[config.mk]
export PLATFORM = sky130hd
export DESIGN_NAME = imem_loader_flat
export DESIGN_NICKNAME = d
export VERILOG_FILES = /design/src/rtl/imem_loader_pkg.sv /design/src/rtl/imem_loader_if.sv /design/src/rtl/imem_loader_csum.sv /design/src/rtl/imem_loader.sv /design/src/flat_wrapper.sv
export SDC_FILE = /design/constraint.sdc
export NUM_CORES = 1
export LEC_CHECK = 0
export CAP_MARGIN = 10
export CORE_AREA = 3 3 55 57
export DETAILED_ROUTE_END_ITERATION = 8
export DIE_AREA = 0 0 58 60
export PLACE_DENSITY = 0.8
export SLEW_MARGIN = 0
export SYNTH_ARGS = -nofsm -noshare
export SYNTH_HDL_FRONTEND = slang
export SYNTH_SLANG_ARGS = --single-unit
[constraint.sdc]
create_clock -name clk -period 5.7 [get_ports clk]
set_clock_uncertainty 0.05 [all_clocks]
set_input_delay 0.855 -clock clk [delete_from_list [all_inputs] [get_ports clk]]
set_output_delay 0.855 -clock clk [all_outputs]
set_load 0.05 [all_outputs]
[src/rtl/imem_loader_pkg.sv]
// Shared definitions for the boot-time instruction-memory loader.
// Contents:
//   - MEM_DEPTH_DEF : default instruction-memory size in bytes
//   - state_t and St* : loader FSM state encoding
//   - ERR_NONE / ERR_LEN / ERR_CSUM : err_code values
package imem_loader_pkg;

    localparam int unsigned MEM_DEPTH_DEF = 32;

    typedef logic [2:0] state_t;

    localparam state_t StIdle  = 3'd0;
    localparam state_t StLoad  = 3'd1;
    localparam state_t StCheck = 3'd2;
    localparam state_t StDrain = 3'd3;
    localparam state_t StRun   = 3'd4;
    localparam state_t StErr   = 3'd5;

    localparam logic [1:0] ERR_NONE = 2'b00;
    localparam logic [1:0] ERR_LEN  = 2'b01;
    localparam logic [1:0] ERR_CSUM = 2'b10;

endpackage

[src/rtl/imem_loader_if.sv]
// Host byte stream plus instruction-memory write bus of the loader.
// Signals:
//   in_valid / in_data / in_ready : host byte handshake (transfer = valid && ready)
//   mem_we / mem_addr / mem_wdata : byte-wide instruction-memory write port
// Modports:
//   slave  : the loader (consumes the stream, drives the memory bus)
//   master : the host / memory side
interface imem_loader_if #(
    parameter int unsigned ADDR_W = 5
) ();
    logic              in_valid;
    logic [7:0]        in_data;
    logic              in_ready;
    logic              mem_we;
    logic [ADDR_W-1:0] mem_addr;
    logic [7:0]        mem_wdata;

    modport slave (
        input  in_valid,
        input  in_data,
        output in_ready,
        output mem_we,
        output mem_addr,
        output mem_wdata
    );

    modport master (
        output in_valid,
        output in_data,
        input  in_ready,
        input  mem_we,
        input  mem_addr,
        input  mem_wdata
    );
endinterface

[src/rtl/imem_loader_csum.sv]
// 8-bit modular byte accumulator used to verify the image checksum.
// Ports:
//   clk, rst  : clock, synchronous active-high reset
//   clr_i     : zero the running sum
//   add_i     : add byte_i into the sum (mod 256)
//   byte_i    : byte to accumulate
//   cmp_i     : candidate checksum byte
//   match_o   : cmp_i equals the current sum
module imem_loader_csum (
    input  logic       clk,
    input  logic       rst,
    input  logic       clr_i,
    input  logic       add_i,
    input  logic [7:0] byte_i,
    input  logic [7:0] cmp_i,
    output logic       match_o
);
    logic [7:0] sum_q;
    logic [7:0] sum_d;

    always_comb begin
        sum_d = sum_q;
        if (clr_i) begin
            sum_d = 8'd0;
        end else if (add_i) begin
            sum_d = sum_q + byte_i;
        end
    end

    always_ff @(posedge clk) begin
        if (rst) begin
            sum_q <= 8'd0;
        end else begin
            sum_q <= sum_d;
        end
    end

    assign match_o = (sum_q == cmp_i);
endmodule

[src/rtl/imem_loader.sv]
// Boot-time instruction-memory loader. Takes a length byte, L payload bytes and
// (optionally) a checksum byte, writes the payload into the instruction memory
// from address 0 and holds the processor until the image is complete.
// Optional feature: define IMEM_LOADER_CHECKSUM_EN to require and verify a
// trailing checksum byte (sum of payload mod 256).
// Ports:
//   clk, rst  : clock, synchronous active-high reset
//   restart   : return to idle from any state
//   bus       : imem_loader_if.slave (host byte stream + memory write bus)
//   cpu_hold  : keep the processor held (high in every state but RUN)
//   done      : image loaded, processor released
//   err       : load failed
//   err_code  : ERR_NONE / ERR_LEN / ERR_CSUM
module imem_loader
    import imem_loader_pkg::*;
#(
    parameter int unsigned MEM_DEPTH = MEM_DEPTH_DEF,
    parameter int unsigned ADDR_W    = 5
) (
    input  logic                clk,
    input  logic                rst,
    input  logic                restart,
    imem_loader_if.slave        bus,
    output logic                cpu_hold,
    output logic                done,
    output logic                err,
    output logic [1:0]          err_code
);
    state_t            state_q, state_d;
    logic [ADDR_W-1:0] addr_q, addr_d;
    logic [ADDR_W-1:0] last_q, last_d;
    logic [1:0]        err_code_q, err_code_d;
    logic              mem_we_q, mem_we_d;
    logic [ADDR_W-1:0] mem_addr_q, mem_addr_d;
    logic [7:0]        mem_wdata_q, mem_wdata_d;

    logic ready;
    logic xfer;
    logic len_bad;

    // rst is included so the host never sees a transfer that reset discards.
    assign ready = ((state_q == StIdle) || (state_q == StLoad) || (state_q == StCheck))
                   && !restart && !rst;
    assign xfer  = bus.in_valid && ready;

    assign len_bad = (bus.in_data == 8'd0) || (32'(bus.in_data) > MEM_DEPTH);

`ifdef IMEM_LOADER_CHECKSUM_EN
    logic csum_clr;
    logic csum_add;
    logic csum_match;

    imem_loader_csum u_csum (
        .clk     (clk),
        .rst     (rst),
        .clr_i   (csum_clr),
        .add_i   (csum_add),
        .byte_i  (bus.in_data),
        .cmp_i   (bus.in_data),
        .match_o (csum_match)
    );
`endif

    always_comb begin
        state_d     = state_q;
        addr_d      = addr_q;
        last_d      = last_q;
        err_code_d  = err_code_q;
        mem_we_d    = 1'b0;
        mem_addr_d  = mem_addr_q;
        mem_wdata_d = mem_wdata_q;
`ifdef IMEM_LOADER_CHECKSUM_EN
        csum_clr    = 1'b0;
        csum_add    = 1'b0;
`endif
        case (state_q)
            StIdle: begin
                if (xfer) begin
                    if (len_bad) begin
                        state_d    = StErr;
                        err_code_d = ERR_LEN;
                    end else begin
                        // Store L-1 so the final-byte test is a plain equality.
                        last_d  = ADDR_W'(bus.in_data - 8'd1);
                        addr_d  = '0;
                        state_d = StLoad;
`ifdef IMEM_LOADER_CHECKSUM_EN
                        csum_clr = 1'b1;
`endif
                    end
                end
            end
            StLoad: begin
                if (xfer) begin
                    mem_we_d    = 1'b1;
                    mem_addr_d  = addr_q;
                    mem_wdata_d = bus.in_data;
`ifdef IMEM_LOADER_CHECKSUM_EN
                    csum_add    = 1'b1;
`endif
                    if (addr_q == last_q) begin
`ifdef IMEM_LOADER_CHECKSUM_EN
                        state_d = StCheck;
`else
                        // One extra cycle so the last write lands before release.
                        state_d = StDrain;
`endif
                    end else begin
                        addr_d = addr_q + ADDR_W'(1);
                    end
                end
            end
            StCheck: begin
`ifdef IMEM_LOADER_CHECKSUM_EN
                if (xfer) begin
                    if (csum_match) begin
                        state_d = StRun;
                    end else begin
                        state_d    = StErr;
                        err_code_d = ERR_CSUM;
                    end
                end
`else
                state_d = StRun;
`endif
            end
            StDrain: state_d = StRun;
            StRun:   state_d = StRun;
            StErr:   state_d = StErr;
            default: state_d = StIdle;
        endcase

        if (restart) begin
            state_d    = StIdle;
            err_code_d = ERR_NONE;
        end
    end

    always_ff @(posedge clk) begin
        if (rst) begin
            state_q     <= StIdle;
            addr_q      <= '0;
            last_q      <= '0;
            err_code_q  <= ERR_NONE;
            mem_we_q    <= 1'b0;
            mem_addr_q  <= '0;
            mem_wdata_q <= 8'd0;
        end else begin
            state_q     <= state_d;
            addr_q      <= addr_d;
            last_q      <= last_d;
            err_code_q  <= err_code_d;
            mem_we_q    <= mem_we_d;
            mem_addr_q  <= mem_addr_d;
            mem_wdata_q <= mem_wdata_d;
        end
    end

    assign bus.in_ready  = ready;
    assign bus.mem_we    = mem_we_q;
    assign bus.mem_addr  = mem_addr_q;
    assign bus.mem_wdata = mem_wdata_q;

    assign done     = (state_q == StRun);
    assign err      = (state_q == StErr);
    assign cpu_hold = (state_q != StRun);
    assign err_code = err_code_q;
endmodule

[src/flat_wrapper.sv]
// flat-port wrapper written by rule: the top's interface ports become plain ports
module imem_loader_flat import imem_loader_pkg::*;
#(
    parameter int unsigned MEM_DEPTH = MEM_DEPTH_DEF,
    parameter int unsigned ADDR_W    = 5
)
  (clk, rst, restart, cpu_hold, done, err, err_code, bus_in_valid, bus_in_data, bus_in_ready, bus_mem_we, bus_mem_addr, bus_mem_wdata);
  imem_loader_if #(.ADDR_W(ADDR_W)) bus_i ();
  input  logic clk;
  input  logic rst;
  input  logic restart;
  output logic cpu_hold;
  output logic done;
  output logic err;
  output logic [1:0] err_code;
  input wire logic [$bits(bus_i.in_valid)-1:0] bus_in_valid;
  input wire logic [$bits(bus_i.in_data)-1:0] bus_in_data;
  output wire logic [$bits(bus_i.in_ready)-1:0] bus_in_ready;
  output wire logic [$bits(bus_i.mem_we)-1:0] bus_mem_we;
  output wire logic [$bits(bus_i.mem_addr)-1:0] bus_mem_addr;
  output wire logic [$bits(bus_i.mem_wdata)-1:0] bus_mem_wdata;
  assign bus_i.in_valid = bus_in_valid;
  assign bus_i.in_data = bus_in_data;
  assign bus_in_ready = bus_i.in_ready;
  assign bus_mem_we = bus_i.mem_we;
  assign bus_mem_addr = bus_i.mem_addr;
  assign bus_mem_wdata = bus_i.mem_wdata;
  imem_loader #(.MEM_DEPTH(MEM_DEPTH), .ADDR_W(ADDR_W)) u_core (.clk(clk), .rst(rst), .restart(restart), .bus(bus_i), .cpu_hold(cpu_hold), .done(done), .err(err), .err_code(err_code));
endmodule
Word-level counts from Yosys, hierarchy flattened --
Cells that the tools add are included.
Storage, ports and cells: output and inout bits 20, bits in registers 28
Cells by class: bitwise operators 2, eq/ne operators 12, reductions and logical operators 19, magnitude comparators 1, add/sub/neg operators 2, multiplexer cells 11
Operator list (number):
- 2-to-1 mux 5 bit | 4
- 2-to-1 mux 3 bit | 4
- case mux 3 bit (4 select lines) | 1
- case mux 5 bit (2 select lines) | 1
- AND reduction 3 bit | 3
- greater-than comparator 8 x 6 -> 1 bit, second input constant | 1
- logical NOT 8 bit | 1
- == test 3 x 2 -> 1 bit, second input constant | 2
- == test 3 bit, second input constant | 2
- != test 2 bit, second input constant | 3
- adder 5 x 1 -> 5 bit, second input constant | 1
- == test 5 bit | 1
- AND reduction 5 bit | 1
- subtractor 5 x 1 -> 5 bit, second input constant | 1
- != test 2 x 1 -> 1 bit, second input constant | 2
- OR reduction 2 bit | 2
- == test 3 x 1 -> 1 bit, second input constant | 1
- logical AND 1 bit | 3
- logical NOT 3 bit | 1
- logical OR 1 bit | 3
- != test 3 bit, second input constant | 1
- OR reduction 3 bit | 1
- logical NOT 1 bit | 2
- inverter 1 bit | 2
- other kinds (3) | 3

Logic depth before layout (Yosys ltp) --
Gate-level depths: netlist (run 1).
word-level depth 8, depth in mapped cells 7

Least setup slack after synthesis (run 1) --
No wires, ideal clock.
path type input-to-output, start point in rst, end point out bus_in_ready, slack 1.382 ns, data arrival time 3.413 ns, stages on the path 2, path through clkbuf_1 -> a2111oi_0
Between the ends: word-level cells in the longest chain between the ends 2
RTL lines:
- from (decl) | RTL line flat_wrapper.sv:10 | input logic rst;
- logical NOT 1 bit | RTL line imem_loader.sv:43 | && !restart && !rst;
- logical AND 1 bit | RTL line imem_loader.sv:43
- to (decl) | RTL line flat_wrapper.sv:18 | output wire logic [$bits(bus_i.in_ready)-1:0] bus_in_ready;
Every way passes these cells.

Final worst setup path (run 1) --
Ends and elaborated chain as after synthesis.

==> results.yml, run 1 <==
synthesis:
  netlist_area_um2: 1310
  synth_top_area_share_pct: 42.7
  ys_ff_latch: 28
  netlist_top_cells_count: "29 x nand2_1, 28 x dfxtp_1, 15 x a21oi_1"
  synth_edf_count: 0
  synth_flop_cell: "dfxtp_1"
  yosysMostFrequentCell: "nand2_1"
  synth_cells: 153
  yosysWarningCount: 0
  ys_types: 38
  synthTopCellsByArea: "dfxtp_1 43%, nand2_1 8.3%, a21oi_1 5.7%"
  synth_top_area_cell: "dfxtp_1"
  async_flop_share_pct: 0
  synth_nets: 167
  yosysSeqAreaShare_pct: 42.7
  syn_avg_cell_area_um2: 8.58
power_and_ir_drop:
  internal-power_mw: 0.287
  p_comb_share_pct: 11.4
  ir_drop_v: 0.000227
  seqPwrFrac_pct: 53.6
  swShare_pct: 23.2
  power_frac_clock_pct: 35.0
  leakagePower_nw: 0.569
  cellPowerDensity_nw_per_um2: 227
  p_switching_mw: 0.0868
  p_total_mw: 0.374
clock_tree:
  cts-root-buf: "clkbuf_4"
  holdBufCountCts: 0
  clock_path_buffers: 2
  clock-sinks: 28
  cts_buffers: 3
  h-tree-depth: 1
  cts_tree: "done"
  post-cts-setup-buffer-count: 0
  ctsResizeCount: 0
  path_clk_slew_ns: 0.15
  clock_latency_ns: 0.34
setup_path:
  worst-r2r-cell-count: 5
  crit_path_max_fanout: 31
  crit_required_ns: 4.80
  timing.rr.start: "u_core.state_q[2]"
  rr_endpoint: "u_core.addr_q[0]"
  arrival_ns: 3.21
  start_kind: "input pin"
  crit_path_end_kind: "output pin"
  r2r_setup_slack_ns: 3.42
  crit_type: "input pin to output pin"
sta:
  setup_viol: 0
  finalCriticalPeriod_ns: 4.11
  rsz0062_at_grt: "false"
  finalMaxSlewViolations: 0
  slew_headroom_pct: 30.6
  final_hold_viol_count: 0
  worst_slew_pin_slew_ns: 1.04
  fin_tns_setup_ns: 0
  hold-worst-slack_ns: 0.416
  fmax_mhz: 243
  finalCritPeriodShare_pct: 72.2
floorplanning:
  die_w_um: 58
  core_area_um2: 2520
  die_area_um2: 3480
  core.rowCount: 18
  start_util_pct: 52.0
  io_pins: 32
  dieHeight_um: 60
final_layout:
  num_antenna_cells: 0
  postLayoutCoreUtil_pct: 65.4
  postLayoutCellArea_um2: 1650
  area_growth_pct: 25.6
  finalNetCount: 193
  drive_above_1_share_pct: 8.43
global_routing:
  overflow: 0
  grt_max_degree: 32
  grt_pass1_wl_mm: 4.51
  grt_pass1_vias: 1065
  antenna_found_initial: 0
  grt_usage_pct: 16.4
route:
  met2WireLength_mm: 1.31
  postRouteAntennaNets: 0
  num_vias: 1138
  drt_first_pass_iters: 4
  wl_met3_um: 122
  wl_mm: 2.70
  m1WireLength_mm: 1.23
  drc: 0
  wire_per_inst_um: 13.0
  viasPerCell: 5.47
  drtIter0Drc: 38
  maxUsedRoutingLayer: "met4"
min_path:
  hp-start: "u_core.bus.mem_wdata[5]"
  hold-path-cell-count: 2
  holdPathEnd: "u_core.bus.mem_wdata[5]"
  worstHoldPathType: "register to register"
placement:
  dpl_cell_area_um2: 1600
  numPortBuffers: 30
  place_congestion: 0.794
  dp_hpwl_mm: 2.00
job:
  cap_viol_max_count: 0
status:
  outcome: "completed"
## metal layers
| layer | global-route usage [%] | vias up |
|---|---|---|
| li1 | - | 577 |
| met1 | 19.6 | 532 |
| met2 | 30.0 | 27 |
| met3 | 2.16 | 2 |
| met4 | 5.96 | 0 |
| met5 | 0 | - |
## flip-flops by register name, summed over array words and instances (netlist names)
register and count:
u_core.last_q 5, u_core.err_code 1, u_core.bus.mem_we 1, u_core.state_q 3, u_core.bus.mem_wdata 8, u_core.addr_q 5
u_core.bus.mem_addr 5
## power by group through the flow
stage	combinational [mW]	clock, mW	sequential, mW
6_report	0.0426	0.131	0.200
3_3_place_gp	0.0418	0	0.204
3_5_place_dp	0.0425	0	0.205
4_1_cts	0.0427	0.135	0.200
2_1_floorplan	0.0243	0	0.206
5_1_grt	0.0459	0.139	0.201
## area by class of cell
type,instances,area (um2)
clock inverter,1,30.0
sequential,28,561
clock buffer,3,22.5
multi-input combinational,111,674
inverter,5,23.8
tap,30,37.5
timing repair buffer,30,300
fill,218,873
## cells in the final DEF (no fill, tap or decap), types with 3 or more instances in the layout
cell type,count
nor3_1,4
dfxtp_1,28
nand2_1,29
nand3_1,4
nor3b_1,3
a21oi_1,15
clkbuf_4,3
xor2_1,5
nor2_1,11
clkdlybuf4s50_1,30
a211oi_1,6
inv_1,4
## critical path, cell delays in order
cell and delay, ns:
clkdlybuf4s50_1 0.93, a2111oi_0 0.54, clkdlybuf4s50_1 0.88
## worst max-delay path by stage
stage               from           end  slack [ns]
floorplan            rst  bus_in_ready        1.38
detailed placement   rst  bus_in_ready        1.58
global placement     rst  bus_in_ready        1.63
finish               rst  bus_in_ready        1.59
global route         rst  bus_in_ready        1.36
CTS                  rst  bus_in_ready        1.58
## kinds of logic after synthesis
kind of cell	Yosys count	synth area share (%)
fa+ha+maj	2	1.91
buf+inv	14	5.91
other cells	1	0.286
simple gates	67	26.7
xor+xnor	7	4.67
compound gates	32	16.3
flops	28	42.7
mux	2	1.53
## through the flow
stage          std cells  setup slack, ns
4_1_cts              208             1.58
2_1_floorplan        153             1.38
3_5_place_dp         204             1.58
3_3_place_gp         204             1.63
6_report             208             1.59
5_1_grt              208             1.36
(Power assumes the default switching activity.)
==> run 2, diff against run 1 <==
CORE_AREA = 3 3 60 62   (was 3 3 55 57)
DIE_AREA = 0 0 63 65   (was 0 0 58 60)
PLACE_DENSITY = 0.71   (was 0.8)
clock period = 3.3 ns   (was 5.7 ns; I/O delays follow)
==> results.yml, run 2 (synthesized netlist as in run 1, its figures left out) <==
power_and_ir_drop:
  seqPwrFrac_pct: 53.0
  internal-power_mw: 0.498
  power_frac_clock_pct: 35.2
  p_switching_mw: 0.155
  ir_drop_v: 0.000214
  cellPowerDensity_nw_per_um2: 387
  p_comb_share_pct: 11.8
  swShare_pct: 23.8
  leakagePower_nw: 0.579
  p_total_mw: 0.653
final_layout:
  drive_above_1_share_pct: 9.50
  largest_reg_flops: 8
  area_growth_pct: 28.4
  final_cell_mix: "29 x nand2_1, 29 x clkdlybuf4s50_1, 28 x dfxtp_1"
  nFillCells: 305
  num_antenna_cells: 0
  multi_input_area_um2: 676
  finalNetCount: 194
  seq_area_um2: 561
sta:
  finalCritPeriodShare_pct: 79.1
  finalCriticalPeriod_ns: 2.61
  finalMaxSlewViolations: 0
  fin_tns_setup_ns: 0
  final_hold_viol_count: 0
  slew_headroom_pct: 57.4
  setup_viol: 0
  fmax_mhz: 383
  rsz0062_at_grt: "false"
  worst_slew_pin_slew_ns: 0.639
job:
  cap_viol_max_count: 0
placement:
  dp_hpwl_mm: 1.98
  numPortBuffers: 30
  place_congestion: 0.790
route:
  viasPerCell: 5.09
  postRouteAntennaNets: 0
  m1WireLength_mm: 1.29
  wire_per_inst_um: 12.4
  drc: 0
  wl_met3_um: 120
  met2WireLength_mm: 1.33
  wl_mm: 2.76
  drtIter0Drc: 50
  maxUsedRoutingLayer: "met4"
  num_vias: 1136
  drt_first_pass_iters: 4
setup_path:
  crit_required_ns: 3.48
  slowest_stage: "nor4b_1"
  crit_type: "input pin to register"
  cp_cell_sequence: "clkdlybuf4s50_1, inv_1, ha_1, nor4b_1, mux2i_1, and3_1, a211oi_1, a2111oi_0"
  arrival_ns: 2.79
  crit_path_end_kind: "register"
  crit_path_max_fanout: 5
  start_kind: "input pin"
  r2r_setup_slack_ns: 1.05
  cpPeakStageDelay_ns: 0.51
clock_tree:
  cts-root-buf: "clkbuf_4"
  path_clk_slew_ns: 0.15
  clock-sinks: 28
  clock_path_buffers: 2
  cts_tree: "done"
  holdBufCountCts: 0
  h-tree-depth: 1
  ctsResizeCount: 0
  clock_latency_ns: 0.33
  post-cts-setup-buffer-count: 0
  cts_buffers: 3
global_routing:
  grt_max_degree: 31
  grt_pass1_wl_mm: 4.80
  grt_usage_pct: 14.4
  antenna_found_initial: 0
  overflow: 0
  grt_pass1_vias: 1095
floorplanning:
  core.rowCount: 20
  die_area_um2: 4100
  die_w_um: 63
  dieHeight_um: 65
  io_pins: 32
  start_util_pct: 42.6
  core_area_um2: 3080
status:
  outcome: "completed"
min_path:
  worstHoldPathType: "register to register"
run 2: cell types whose count changed in the layout (fill, tap and decap cells not counted):
cell / delta
buf_12: +1
clkdlybuf4s50_1: -1
a2111oi_1: +1
a2111oi_0: -1
buf_4: +1
run 2: power by group through the flow:
stage / clock [mW] / combinational [mW] / sequential [mW]
after global placement: 0 / 0.0759 / 0.353
after CTS: 0.235 / 0.0770 / 0.346
after detailed placement: 0 / 0.0768 / 0.353
after global routing: 0.245 / 0.0819 / 0.347
final: 0.230 / 0.0768 / 0.346
after floorplan: 0 / 0.0422 / 0.357
run 2: per-stage QoR:
step	hold slack, ns	setup WS [ns]	area [um2]	util [%]	instances
2_1_floorplan	0.428	0.378	1310	-	153
3_3_place_gp	0.390	0.445	1630	53.0	219
3_5_place_dp	0.399	0.350	1630	53.0	219
4_1_cts	0.418	0.688	1690	54.8	223
5_1_grt	0.444	0.547	1690	54.8	223
6_report	0.413	0.691	1690	54.8	223
run 2: worst max-delay path: cells and delay by family:
family | cells | cell delay, ns
muxes | 1 | 0.41
AOI/OAI and AO/OA | 2 | 0.35
and+or+nand+nor | 2 | 0.82
buffers and inverters | 2 | 0.53
adders and majority gates | 1 | 0.19
run 2: final cells by class:
type                            instances  area share [%]
Multi-Input combinational cell        111            40.1
Sequential cell                        28            33.3
Timing Repair Buffer                   31            18.9
Tap cell                               44            3.27
Clock inverter                          1            1.78
Inverter                                5            1.41
Clock buffer                            3            1.34
run 2: metal layers:
metal,vias to the layer above,global-route usage [%]
met5,-,0
met4,0,6.06
met3,2,2.60
met2,20,24.9
met1,532,17.5
li1,582,-
run 2: path summary, 6_finish.rpt:
path | cells after the start | endpoint | start
min | 2 | u_core.bus.mem_addr[0] | u_core.bus.mem_addr[0]
max | 8 | u_core.state_q[2] | bus_in_data[0]
min reg2reg | 2 | u_core.bus.mem_addr[0] | u_core.bus.mem_addr[0]
max reg2reg | 5 | u_core.addr_q[4] | u_core.state_q[2]
==> run 3, diff against run 2 <==
clock period = 2.2 ns   (was 3.3 ns; I/O delays follow)
==> results.yml, run 3 (synthesized netlist as in run 1, its figures left out) <==
status:
  outcome: "completed"
floorplanning:
  die_area_um2: 4100
  core.rowCount: 20
  io_pins: 32
  dieHeight_um: 65
  core_area_um2: 3080
  start_util_pct: 42.6
  die_w_um: 63
job:
  cap_viol_max_count: 0
placement:
  place_congestion: 0.815
  numPortBuffers: 30
  dp_hpwl_mm: 2.28
sta:
  fin_tns_setup_ns: 0
  hold-worst-slack_ns: 0.416
  finalCriticalPeriod_ns: 2.07
  worst_slew_pin_slew_ns: 0.513
  finalCritPeriodShare_pct: 94.3
  final_hold_viol_count: 0
  finalMaxSlewViolations: 0
  setup_viol: 0
  slew_headroom_pct: 65.7
  fmax_mhz: 482
  rsz0062_at_grt: "false"
power_and_ir_drop:
  ir_drop_v: 0.000253
  cellPowerDensity_nw_per_um2: 507
  leakagePower_nw: 0.659
global_routing:
  grt_usage_pct: 15.6
  grt_max_degree: 31
  overflow: 0
  grt_pass1_wl_mm: 5.24
  grt_pass1_vias: 1222
  antenna_found_initial: 0
min_path:
  worstHoldPathType: "register to register"
route:
  postRouteAntennaNets: 0
  num_vias: 1202
  wire_per_inst_um: 12.5
  viasPerCell: 5.01
  drc: 0
  drtIter0Drc: 55
  wl_mm: 3.01
  drt_first_pass_iters: 4
setup_path:
  start_kind: "input pin"
  slowest_stage: "or4b_4"
  crit_required_ns: 2.40
  crit_path_max_fanout: 4
  arrival_ns: 2.28
  crit_path_end_kind: "register"
  crit_type: "input pin to register"
  crit_family: "simple AND/OR/NAND/NOR gates"
  cp_cell_sequence: "clkdlybuf4s50_1, or4b_4, or3b_1, a21oi_4, nor2_2, a211oi_2"
  cpPeakStageDelay_ns: 0.53
  cp_num_buf_inv: 1
final_layout:
  largest_reg_flops: 8
  final_cell_mix: "29 x nand2_1, 28 x dfxtp_1, 26 x clkdlybuf4s50_1"
  finalNetCount: 211
  num_antenna_cells: 0
  layout_commonest_cell: "nand2_1"
  area_growth_pct: 37.2
  drive_above_1_share_pct: 19.9
  nFillCells: 287
clock_tree:
  path_clk_slew_ns: 0.16
  cts_buffers: 3
  ctsResizeCount: 0
  post-cts-setup-buffer-count: 0
  holdBufCountCts: 0
  cts_tree: "done"
  clock_latency_ns: 0.34
  h-tree-depth: 1
  cts-root-buf: "clkbuf_4"
  clock_path_buffers: 2
  clock-sinks: 28
## run 3: worst register-to-register path, cell delays in order, from the launching register on
cell and delay, ns:
dfxtp_1 0.35, or4b_4 0.54, or3b_1 0.51, a21oi_4 0.20, nor2_2 0.06, a211oi_2 0.22
## run 3: metrics by stage
stage / instances / area (um2) / setup slack [ns] / util, % / power, mW
finish: 240 / 1800 / 0.125 / 58.5 / 0.913
global route: 240 / 1800 / 0.00508 / 58.5 / 0.948
CTS: 240 / 1790 / 0.0513 / 58.3 / 0.915
detailed placement: 236 / 1760 / -0.301 / 57.1 / 0.666
global placement: 236 / 1760 / -0.181 / 57.1 / 0.664
floorplan: 153 / 1320 / 0.0639 / - / 0.599
## run 3: power breakdown
group          leakage (nW)  internal [mW]  total, mW  switching (mW)
Clock                0.0210          0.102      0.257           0.155
Sequential            0.226          0.513      0.518         0.00553
Combinational         0.412         0.0655      0.138          0.0725
Total                 0.659          0.680      0.913           0.233
## run 3: final timing paths
check | from | end | slack [ns] | cells past startpoint
worst max register to register | u_core.state_q[2] | u_core.addr_q[0] | 0.18 | 5
worst min-delay path | u_core.bus.mem_addr[0] | u_core.bus.mem_addr[0] | 0.42 | 2
worst min register to register | u_core.bus.mem_addr[0] | u_core.bus.mem_addr[0] | 0.42 | 2
worst max-delay path | restart | u_core.addr_q[0] | 0.13 | 6
## run 3: layer usage
layer	vias to the layer above	GRT usage [%]	part of all wire, %
met5	-	0	0
met4	0	6.34	1.9
met3	7	2.60	5.1
met2	31	27.4	49
met1	545	18.9	44
li1	619	-	-
## run 3: layout make-up
| type | instances | area (um2) | area share (%) |
|---|---|---|---|
| tap | 44 | 55.1 | 3.06 |
| sequential | 28 | 561 | 31.1 |
| multi-input combinational | 111 | 687 | 38.2 |
| timing repair buffer | 48 | 438 | 24.3 |
| clock buffer | 4 | 36.3 | 2.02 |
| inverter | 5 | 23.8 | 1.32 |
